`src/rtl/tmr_unit_pkg.sv`:
```
// Shared definitions for the timer: control-word bit positions and FSM state encodings.
// Included by tmr_unit and tmr_prescaler; the TMR_PWM_EN macro is interpreted in tmr_unit.
package tmr_unit_pkg;

  localparam int TMR_EN_BIT   = 0;
  localparam int TMR_MODE_BIT = 1;
  localparam int TMR_ACK_BIT  = 2;
  localparam int TMR_PSC_LSB  = 4;
  localparam int TMR_DUTY_LSB = 8;
  localparam int TMR_TOP_LSB  = 16;

  localparam int TMR_DUTY_W   = 8;

  typedef enum logic [1:0] {
    TMR_IDLE = 2'd0,
    TMR_RUN  = 2'd1,
    TMR_DONE = 2'd2
  } tmr_state_e;

endpackage

```
`src/rtl/tmr_unit_prescaler.sv`:
```
// Power-of-two prescaler: pulses tick once every 2^psc enabled cycles, cleared when not running.
module tmr_prescaler
  import tmr_unit_pkg::*;
#(
  parameter int PSC_W = 4
) (
  input  logic             clk,
  input  logic             reset,
  input  logic             run,
  input  logic [PSC_W-1:0] psc,
  output logic             tick
);

  // Wide enough to hold the largest terminal value 2^(2^PSC_W - 1) - 1.
  localparam int PCNT_W = 2 ** PSC_W;

  logic [PCNT_W-1:0] psc_cnt_q;
  logic [PCNT_W-1:0] psc_cnt_d;
  logic [PCNT_W-1:0] term;

  always_comb begin
    term      = (PCNT_W'(1) << psc) - PCNT_W'(1);
    tick      = run && (psc_cnt_q == term);
    psc_cnt_d = '0;
    if (run && !tick) begin
      psc_cnt_d = psc_cnt_q + PCNT_W'(1);
    end
  end

  always_ff @(posedge clk) begin
    if (reset) begin
      psc_cnt_q <= '0;
    end else begin
      psc_cnt_q <= psc_cnt_d;
    end
  end

endmodule

```
`src/rtl/tmr_unit.sv`:
```
// Timer unit: prescaled up-counter with programmable TOP, one-shot/periodic modes and sticky overflow.
// Optional PWM output is built when TMR_PWM_EN is defined.
module tmr_unit
  import tmr_unit_pkg::*;
#(
  parameter int CNT_W = 16,
  parameter int PSC_W = 4
) (
  input  logic             clk,
  input  logic             reset,
  input  logic [31:0]      tmr_ctrl,
  output logic [CNT_W-1:0] tmr_cntr,
  output logic             tmr_overflow
`ifdef TMR_PWM_EN
  ,
  output logic             pwm_out
`endif
);

  tmr_state_e       state_q, state_d;
  logic [CNT_W-1:0] cntr_q, cntr_d;
  logic             ovf_q, ovf_d;
  logic             ack_q;

  logic             en, mode, ack, ack_rise, run, tick;
  logic [PSC_W-1:0] psc;
  logic [CNT_W-1:0] top;

  assign en   = tmr_ctrl[TMR_EN_BIT];
  assign mode = tmr_ctrl[TMR_MODE_BIT];
  assign ack  = tmr_ctrl[TMR_ACK_BIT];
  assign psc  = tmr_ctrl[TMR_PSC_LSB +: PSC_W];
  assign top  = tmr_ctrl[TMR_TOP_LSB +: CNT_W];

  assign ack_rise = ack && !ack_q;
  assign run      = (state_q == TMR_RUN) && en;

  tmr_prescaler #(.PSC_W(PSC_W)) u_prescaler (
    .clk   (clk),
    .reset (reset),
    .run   (run),
    .psc   (psc),
    .tick  (tick)
  );

  // The ack clear is applied first so a same-edge overflow set overrides it.
  always_comb begin
    state_d = state_q;
    cntr_d  = cntr_q;
    ovf_d   = ovf_q;
    if (ack_rise) begin
      ovf_d = 1'b0;
    end
    case (state_q)
      TMR_IDLE: begin
        if (en) begin
          state_d = TMR_RUN;
        end
      end
      TMR_RUN: begin
        if (!en) begin
          state_d = TMR_IDLE;
        end else if (tick) begin
          if (cntr_q < top) begin
            cntr_d = cntr_q + CNT_W'(1);
          end else begin
            cntr_d = '0;
            ovf_d  = 1'b1;
            if (!mode) begin
              state_d = TMR_DONE;
            end
          end
        end
      end
      TMR_DONE: begin
        cntr_d = '0;
        if (!en) begin
          state_d = TMR_IDLE;
        end
      end
      default: begin
        state_d = TMR_IDLE;
      end
    endcase
  end

  always_ff @(posedge clk) begin
    if (reset) begin
      state_q <= TMR_IDLE;
      cntr_q  <= '0;
      ovf_q   <= 1'b0;
      ack_q   <= 1'b0;
    end else begin
      state_q <= state_d;
      cntr_q  <= cntr_d;
      ovf_q   <= ovf_d;
      ack_q   <= ack;
    end
  end

  assign tmr_cntr     = cntr_q;
  assign tmr_overflow = ovf_q;

`ifdef TMR_PWM_EN
  logic [TMR_DUTY_W-1:0] duty;
  logic                  pwm_q, pwm_d;

  assign duty = tmr_ctrl[TMR_DUTY_LSB +: TMR_DUTY_W];

  always_comb begin
    pwm_d = (state_q == TMR_RUN) && (cntr_q < CNT_W'(duty));
  end

  always_ff @(posedge clk) begin
    if (reset) begin
      pwm_q <= 1'b0;
    end else begin
      pwm_q <= pwm_d;
    end
  end

  assign pwm_out = pwm_q;

  logic unused_ctrl;
  assign unused_ctrl = tmr_ctrl[3];
`else
  logic unused_ctrl;
  assign unused_ctrl = ^{tmr_ctrl[3], tmr_ctrl[TMR_DUTY_LSB +: TMR_DUTY_W]};
`endif

endmodule

```
`config.mk`:
```
export PLATFORM = sky130hd
export DESIGN_NAME = tmr_unit
export DESIGN_NICKNAME = d
export VERILOG_FILES = /design/src/rtl/tmr_unit_pkg.sv /design/src/rtl/tmr_unit_prescaler.sv /design/src/rtl/tmr_unit.sv
export SDC_FILE = /design/constraint.sdc
export NUM_CORES = 1
export LEC_CHECK = 0
export BUFFER_PORTS_ARGS = -buffer_cell sky130_fd_sc_hd__buf_4
export CORE_ASPECT_RATIO = 0.8
export CORE_MARGIN = 2
export CORE_UTILIZATION = 29
export CTS_CLUSTER_SIZE = 30
export DETAILED_ROUTE_END_ITERATION = 6
export GPL_ROUTABILITY_DRIVEN = 0
export GPL_TIMING_DRIVEN = 0
export PLACE_DENSITY_LB_ADDON = 0.05
export SYNTH_ARGS = -nofsm -noshare
export SYNTH_HDL_FRONTEND = slang
export SYNTH_SLANG_ARGS = --single-unit
```
`constraint.sdc`:
```
create_clock -name clk -period 5.25 [get_ports clk]
set_input_delay 0.525 -clock clk [delete_from_list [all_inputs] [get_ports clk]]
set_output_delay 0.525 -clock clk [all_outputs]
set_load 0.05 [all_outputs]
```
Yosys cells after proc, flatten, opt, wreduce, memory -nomap -nowiden
Index checks and enable logic that the tools add are counted.
{ "classes": {"add_sub_neg": 3, "magnitude_cmp": 1, "n_eq_ne": 10, "n_shift": 1, "muxes": 16, "bitwise_logic": 1, "n_reduce_logical": 11} }
{ "op_table": {"columns": ["op", "n"], "rows": [
  ["$mux W16", 3],
  ["$add A16 B1 Y16 const B", 2],
  ["$pmux W16 S2", 1],
  ["$eq A16 B16 Y1", 1],
  ["$lt A16 B16 Y1", 1],
  ["$shl A1 B4 Y16 const A", 1],
  ["$sub A16 B2 Y16 const B", 1],
  ["$mux W2", 6],
  ["$ne A3 B3 Y1 const B", 3],
  ["$ne A2 B2 Y1 const B", 4],
  ["$pmux W2 S3", 1],
  ["$mux W1", 5],
  ["$reduce_and A5 Y1", 1],
  ["$logic_and A1 B1 Y1", 4],
  ["$reduce_and A3 Y1", 1],
  ["$eq A2 B1 Y1 const B", 1],
  ["$eq A2 B2 Y1 const B", 1],
  ["$logic_not A1 Y1", 2],
  ["$logic_not A2 Y1", 1],
  ["$reduce_bool A2 Y1", 1],
  ["$reduce_or A2 Y1", 1],
  ["$not A1 Y1", 1]
]} }
{ "totals": {"ff_bits": 36, "output_inout_bits": 17, "wordCells": 48} }

Logic depth before layout (Yosys ltp)
Gate-level depths: netlist of run 1.
{ "depth": {"word_depth": 8, "depth_mapped": 15, "depth_no_buf": 10} }

Cells and area by module
Synthesis of run 1 repeated with hierarchy kept, for this count alone.
{ "hier_totals": {"cells_unflattened": 338, "hier_area_um2": 2695.1} }
{ "by_module_without_submodules": {"columns": ["module", "n_inst", "cells_per_inst", "area_each_um2"], "rows": [
  ["tmr_unit", 1, 172, 1368.8],
  ["tmr_prescaler", 1, 166, 1326.3]
]} }

Least setup slack after synthesis of run 1
OpenSTA, ideal clock, no wires.
{ "synth_timing": {"kind": "input to register", "start": "input tmr_ctrl[7]", "end": "register cntr_q[14], in the netlist tmr_cntr[14]", "setup_time_ns": 0.120, "arrival_ns": 3.307, "path_slack_ns": 1.823, "cell_stages": 14, "path_buffers": 5, "path_cell_list": "buf_6 > clkbuf_1 > nand3b_1 > ha_1 > buf_2 > or3b_1 > a211o_1 > o211ai_2 > nand3_2 > or4_4 > buf_6 > nor3b_4 > buf_6 > a211o_1"} }
{ "synth_via": {"elab_chain_cells": 6} }
{ "synth_lines": {"columns": ["item", "line_no", "text"], "rows": [
  ["from (decl)", "tmr_unit.sv:11", "input logic [31:0] tmr_ctrl,"],
  ["$shl A1 B4 Y16", "tmr_unit_prescaler.sv:22", "term = (PCNT_W'(1) << psc) - PCNT_W'(1);"],
  ["$sub A16 B2 Y16", "tmr_unit_prescaler.sv:22", null],
  ["$eq A16 B16 Y1", "tmr_unit_prescaler.sv:23", "tick = run && (psc_cnt_q == term);"],
  ["$logic_and A1 B1 Y1", "tmr_unit_prescaler.sv:23", null],
  ["$ne A2 B2 Y1 (no source line)", null, null],
  ["$reduce_and A3 Y1 (no source line)", null, null],
  ["to (signal assigned)", "tmr_unit.sv:95", "cntr_q <= cntr_d;"],
  ["to (decl)", "tmr_unit.sv:21", "logic [CNT_W-1:0] cntr_q, cntr_d;"]
]} }
Every way passes these cells.
A chain may end at the register's enable or synchronous reset.

Final worst setup path of run 1
{ "layout_timing": {"start": "input tmr_ctrl[7]", "end": "register cntr_q[3], in the netlist tmr_cntr[3]"} }
Same word-level chain as after synthesis.

==> results of run 1 <==
-- report_power, final --
group          total, mW  internal [mW]  switching (mW)
clock              0.305          0.187           0.118
sequential         0.275          0.274        0.000830
combinational     0.0655         0.0311          0.0344
total              0.646          0.492           0.153
-- area by class of cell --
class | instances | share of cell area, %
multi-input cells | 255 | 53.9
flip-flops and latches | 36 | 22.1
repair buffers | 40 | 9.23
well taps | 115 | 4.42
clock buffers | 6 | 4.27
plain buffers | 19 | 3.38
inverters | 20 | 2.31
clock inverters | 2 | 0.308
-- stage by stage --
stage,total power [mW],setup WS [ps],cell area [µm²]
floorplan,0.321,1820,2660
finish,0.646,1670,3250
detailed placement,0.347,1360,3110
global route,0.678,1310,3250
global placement,0.347,1350,3110
CTS,0.659,1670,3250
-- cell usage after synthesis (all sizes together) (3+ instances only) --
cell type | number | area, µm²
nor2 | 38 | 143
dfxtp | 36 | 721
inv | 20 | 75.1
nand2 | 20 | 75.1
nand3 | 20 | 105
ha | 18 | 225
xor2 | 14 | 123
buf | 12 | 83.8
a211o | 11 | 96.3
a21oi | 10 | 50.1
nor3 | 10 | 50.1
xnor2 | 9 | 78.8
a21o | 8 | 60.1
nand2b | 8 | 50.1
nand4 | 8 | 50.1
nor3b | 8 | 71.3
o21ai | 8 | 40.0
and3 | 7 | 43.8
clkbuf | 7 | 26.3
nor4b | 5 | 43.8
a211oi | 4 | 30.0
nor2b | 4 | 25.0
or4 | 4 | 33.8
and4 | 3 | 26.3
nor4 | 3 | 25.0
or3b | 3 | 26.3
-- registers in the layout (all words and copies together), names as in the netlist --
register               flops
tmr_cntr                  16
u_prescaler.psc_cnt_q     16
state_q                    2
ack_q                      1
tmr_overflow               1
-- cell families after synthesis --
| logic type | count (synthesis) | share of synthesized area, % |
|---|---|---|
| AOI/OAI and AO/OA | 64 | 18.4 |
| xor gates and xnor gates | 23 | 7.57 |
| adders and majority gates | 18 | 8.46 |
| buffers and inverters | 39 | 6.96 |
| DFF | 36 | 27.1 |
| muxes | 1 | 0.376 |
| and+or+nand+nor | 149 | 31.2 |
-- worst paths after layout --
kind | from | endpoint | slack (ps) | depth (start not counted)
setup reg to reg | tmr_cntr[13]$_SDFFE_PP0P_ | tmr_cntr[3]$_SDFFE_PP0P_ | 2360 | 10
hold reg to reg | u_prescaler.psc_cnt_q[0]$_SDFF_PP0_ | u_prescaler.psc_cnt_q[0]$_SDFF_PP0_ | 500 | 1
hold / removal | tmr_ctrl[2] | ack_q$_SDFF_PP0_ | 450 | 3
setup / recovery | tmr_ctrl[7] | tmr_cntr[3]$_SDFFE_PP0P_ | 1670 | 15
-- critical path, cell delays in order --
cell      delay [ps]
buf_4             90
buf_6            130
clkbuf_1         350
nand3b_1         180
ha_1             130
buf_2            210
or3b_1           390
a211o_1          320
o211ai_2         100
nand3_2          100
or4_4            490
buf_6            150
nor3b_4          160
buf_6            150
a211o_1          280
-- layer usage --
| metal | global-route usage, % | wire [µm] |
|---|---|---|
| met5 | 0 | 0 |
| met4 | 5.05 | 98 |
| met3 | 3.29 | 269 |
| met2 | 19.2 | 2560 |
| met1 | 23.0 | 4150 |
==> reports/metrics.csv, run 1 <==
stage,metric,value,unit
critical_path,crit path max fanout,10,
finish,share of cells above drive strength 1,18.8,%
detailed_routing,1st-iter DRT viols,105,
sta,worst-case clock skew,5.52,ps
critical_path,data required time of the worst path,5420,ps
clock_tree,clock slew at reported path FFs,60,ps
detailed_routing,DRT Pass-1 Iters,4,
global_route,"Remaining Overflow, GRT",0,
synth,Post-synth EDFFs,0,
synth,Mapped Nets,382,
sta,# setup viols final,0,
floorplanning,Ports,51,
synth,Unique masters post-synth,60,
place,hpwl dp,5.48,mm
detailed_routing,DRC violations left,0,
critical_path,Startpoint Class,input pin,
pwr,leak pwr,1.41,nW
finish,most frequent cells in the layout,"buf_4 (42), nor2_1 (38), dfxtp_1 (36)",
finish,Non-Filler Instances,493,
finish,Nets,429,
min_path,Min-Delay Path Class,input pin to register,
detailed_routing,vias per cell,4.96,
critical_path,Worst EP arrival,3750,ps
outcome,result of the run,"complete, no violations",
synth,part of the Yosys area used for sequential elements,27.1,%
floorplanning,FP Rows,31,
synth,Mapped Avg Cell Area,8.06,µm²
synth,synthesized flop and latch total,36,
clock_tree,Max clock buf depth,2,
floorplanning,Total Die Area,9960,µm²
synth,async set-reset flop share out of synthesis,0,%
finish,fillers,956,
clock_tree,CTS resizes,0,
sta,RSZ-0062 raised after global routing,false,
sta,Slew @ Worst Pin,484,ps
global_route,first-pass GRT wire length,11.5,mm
global_route,largest net degree at the start of global routing,12,
detailed_routing,wire per inst,14.4,µm
clock_tree,H-tree depth,2,
clock_tree,cts hold-fix bufs,0,
synth,warnings from Yosys,0,
sta,Sum Neg Setup Slack,0,ps
clock_tree,clk_lat worst skew,290,ps
finish,Multi-input gate area,1760,µm²
clock_tree,CTS buffer count,5,
place,Placed Cells incl. Taps,485,
global_route,number of global-route vias before repair,2168,
sta,Max Fclk,0.280,GHz
detailed_routing,ANT nets after route,0,
sta,Max-Slew Margin vs Limit,67.6,%
global_route,Total GRT Usage,14.7,%
clock_tree,Post-CTS Setup Repair Bufs,0,
clock_tree,CTS tree,built,
sta,Hold WS,448,ps
finish,final core occ,36.2,%
floorplanning,Starting Density,29.6,%
sta,"Slew Viols, Final",0,
synth,Netlist Area Pre-Place,2660,µm²
finish,register area,721,µm²
pwr,maximum vdd drop,98.6,µV
sta,final hold violation count,0,
finish,n_diodes,0,
global_route,initial antenna violation count,0,
detailed_routing,Vias,2445,
place,count of input and output buffers,40,
critical_path,CP Capture Type,register,
synth,Syn Inst Count,330,
detailed_routing,Routed Wire Length,7.08,mm
floorplanning,Die Wd,111,µm
synth,most common flop cell mapped by yosys,dfxtp_1,
floorplanning,Die Height,89.7,µm
floorplanning,core box area,9000,µm²
critical_path,crit path kind,input pin to register,
clock_tree,root buf cell,clkbuf_16,
finish,Area Overhead vs Synth,22.3,%
job,Max-Cap Viols,0,
finish,"most common cell after layout, fill and taps aside",buf_4,
sta,min cycle time layout,3580,ps
clock_tree,clk sinks,36,
sta,"Period Utilization, post-route",68.1,%
pwr,PD cells,198,nW/µm²
No activity file was read; power rests on OpenSTA's default activity.
==> run 2: changes to the inputs <==
==> constraint.sdc (replaced) <==
create_clock -name clk -period 3.1 [get_ports clk]
set_input_delay 0.31 -clock clk [delete_from_list [all_inputs] [get_ports clk]]
set_output_delay 0.31 -clock clk [all_outputs]
set_load 0.05 [all_outputs]
==> run 2 against run 1 <==
  * Global-route usage about the same
  * Die area unchanged
  * Register-to-register slack got worse by 2100 ps
  * Sequential power increased by 69%
  * Clock-buffer cell count unchanged
  * Largest cell class unchanged
  * Largest power group unchanged
  * Highest routed layer unchanged
==> reports/metrics.csv, run 2 (same netlist as run 1, synthesis figures left out) <==
stage,metric,value,unit,change
detailed_routing,Vias,2486,,+1.7%
sta,# setup viols final,0,,unchanged
min_path,hold path start,tmr_ctrl[2],,
global_route,first-pass GRT wire length,11.7,mm,+1.2%
critical_path,RR Startpoint,tmr_cntr[13]$_SDFFE_PP0P_,,
clock_tree,Max clock buf depth,2,,unchanged
outcome,result of the run,"complete, no violations",,
global_route,initial antenna violation count,0,,unchanged
detailed_routing,1st-iter DRT viols,92,,-12%
sta,Max-Slew Margin vs Limit,66.7,%,-0.87 points
min_path,hold depth,3,,unchanged
sta,worst-case clock skew,5.97,ps,+0.453 ps
min_path,Min-Delay Path Class,input pin to register,,
critical_path,data required time of the worst path,3270,ps,-2150 ps
critical_path,crit path max fanout,10,,unchanged
sta,Hold WS,246,ps,-202 ps
job,Max-Cap Viols,0,,unchanged
floorplanning,FP Rows,31,,unchanged
sta,Slew @ Worst Pin,497,ps,+13.0 ps
min_path,Hold EP,ack_q$_SDFF_PP0_,,
global_route,Total GRT Usage,14.7,%,+0.025 points
sta,"Slew Viols, Final",0,,unchanged
critical_path,Buffers & Inverters on Critical Path,4,,-2
critical_path,CP max stage delay,550,ps,+60 ps
finish,"most common cell after layout, fill and taps aside",buf_4,,
critical_path,flop2flop setup slack,300,ps,-2060 ps
place,count of input and output buffers,40,,unchanged
floorplanning,Die Height,89.7,µm,unchanged
critical_path,CP Capture Type,register,,
floorplanning,Die Wd,111,µm,unchanged
clock_tree,clk sinks,36,,unchanged
clock_tree,clock slew at reported path FFs,60,ps,about the same
clock_tree,cts hold-fix bufs,0,,unchanged
finish,Nets,431,,+0.47%
detailed_routing,wire per inst,14.8,µm,+3.4%
detailed_routing,Routed Wire Length,7.33,mm,+3.6%
pwr,PD cells,319,nW/µm²,+61%
place,pre-CTS setup slack,-489,ps,-1840 ps
clock_tree,CTS buffer count,5,,unchanged
sta,"Period Utilization, post-route",95.8,%,
floorplanning,Starting Density,29.6,%,unchanged
finish,Area Overhead vs Synth,26.2,%,
critical_path,CP max-delay cell,or4_4,,
critical_path,crit-path leading delay family,simple AND/OR/NAND/NOR gates,,
detailed_routing,ANT nets after route,0,,unchanged
critical_path,Worst EP arrival,3130,ps,-620 ps
detailed_routing,DRT Pass-1 Iters,4,,unchanged
critical_path,r2r worst-path depth,10,,unchanged
finish,most frequent cells in the layout,"buf_4 (47), nor2_1 (37), dfxtp_1 (36)",,
sta,min cycle time layout,2970,ps,
place,hpwl dp,5.48,mm,about the same
global_route,number of global-route vias before repair,2245,,+3.6%
finish,n_diodes,0,,unchanged
sta,final hold violation count,0,,unchanged
critical_path,crit path kind,input pin to register,,
sta,Max Fclk,0.337,GHz,
clock_tree,CTS tree,built,,
pwr,leak pwr,1.44,nW,+2.3%
critical_path,CP cell instances,"buf_4, buf_8, nor2_2, nand3b_1, ha_4, buf_6, or3b_1, a211o_1, o211ai_2, nand3_2, or4_4, nor3b_4, buf_6, a211o_1",,
detailed_routing,DRC violations left,0,,unchanged
critical_path,Stages on worst setup path,14,,-1
detailed_routing,vias per cell,5.03,,+1.5%
pwr,maximum vdd drop,169,µV,+71%
clock_tree,clk_lat worst skew,280,ps,about the same
clock_tree,H-tree depth,2,,unchanged
finish,share of cells above drive strength 1,21.9,%,+3.1 points
sta,final worst slack,131,ps,-1540 ps
critical_path,Startpoint Class,input pin,,
floorplanning,Ports,51,,unchanged
global_route,"Remaining Overflow, GRT",0,,unchanged
critical_path,RR Endpoint,tmr_cntr[3]$_SDFFE_PP0P_,,
floorplanning,core box area,9000,µm²,unchanged
floorplanning,Total Die Area,9960,µm²,unchanged
global_route,largest net degree at the start of global routing,11,,-1
clock_tree,root buf cell,clkbuf_16,,
==> run 2: worst register-to-register path: cells and delay by family, from the launching register on <==
kind                       cells  cell delay [ps]
AOI/OAI and AO/OA              5             1140
adders and majority gates      1              270
buffers and inverters          2              340
DFF                            1              410
and+or+nand+nor                2              590
==> run 2: layer usage <==
metal | GRT usage, % | part of all wire, % | up-vias
met5 | 0 | 0 | -
met4 | 4.26 | 1.2 | 0
met3 | 2.75 | 3.4 | 6
met2 | 20.1 | 39 | 40
met1 | 23.1 | 57 | 1149
li1 | - | - | 1291
==> run 2: worst max-delay path by stage <==
stage / slack, ps / startpoint / endpoint
2_1_floorplan: 9 / tmr_ctrl[7] / tmr_cntr[14]$_SDFFE_PP0P_
3_5_place_dp: -490 / tmr_ctrl[4] / u_prescaler.psc_cnt_q[6]$_SDFF_PP0_
3_3_place_gp: -480 / tmr_ctrl[4] / u_prescaler.psc_cnt_q[4]$_SDFF_PP0_
6_report: 130 / tmr_ctrl[5] / tmr_cntr[7]$_SDFFE_PP0P_
4_1_cts: 7 / tmr_ctrl[6] / tmr_cntr[7]$_SDFFE_PP0P_
5_1_grt: -0.8 / tmr_ctrl[4] / tmr_cntr[3]$_SDFFE_PP0P_
==> run 2: per-stage QoR <==
stage	area, µm²	TNS [ps]	total power, mW	cells	utilization, %
6_report	3360	0	1.07	494	37.3
5_1_grt	3360	-0.815	1.12	494	37.3
4_1_cts	3290	0	1.08	494	36.6
3_5_place_dp	3120	-9470	0.590	485	34.7
3_3_place_gp	3120	-9620	0.590	485	34.7
2_1_floorplan	2680	0	0.546	330	-
==> run 2: report_power, final <==
group / leakage, nW / switching [mW] / internal [mW]
clock network: 0.0667 / 0.186 / 0.292
logic: 1.08 / 0.0642 / 0.0617
registers: 0.290 / 0.00140 / 0.465
==> run 2: layout make-up <==
| cell class | count | area, µm² |
|---|---|---|
| fillers | 969 | 5640 |
| multi-input cells | 255 | 1820 |
| flip-flops and latches | 36 | 721 |
| repair buffers | 45 | 335 |
| well taps | 115 | 144 |
| plain buffers | 16 | 134 |
| clock buffers | 6 | 129 |
| inverters | 20 | 75.1 |
| clock inverters | 1 | 5.00 |
==> run 2: what timing repair did <==
action	4_1_cts	5_1_grt
setup buffers	2	1
endpoints found under the setup margin	22	24
pin swaps	2	10
gates resized for setup	8	19
gates cloned	0	2
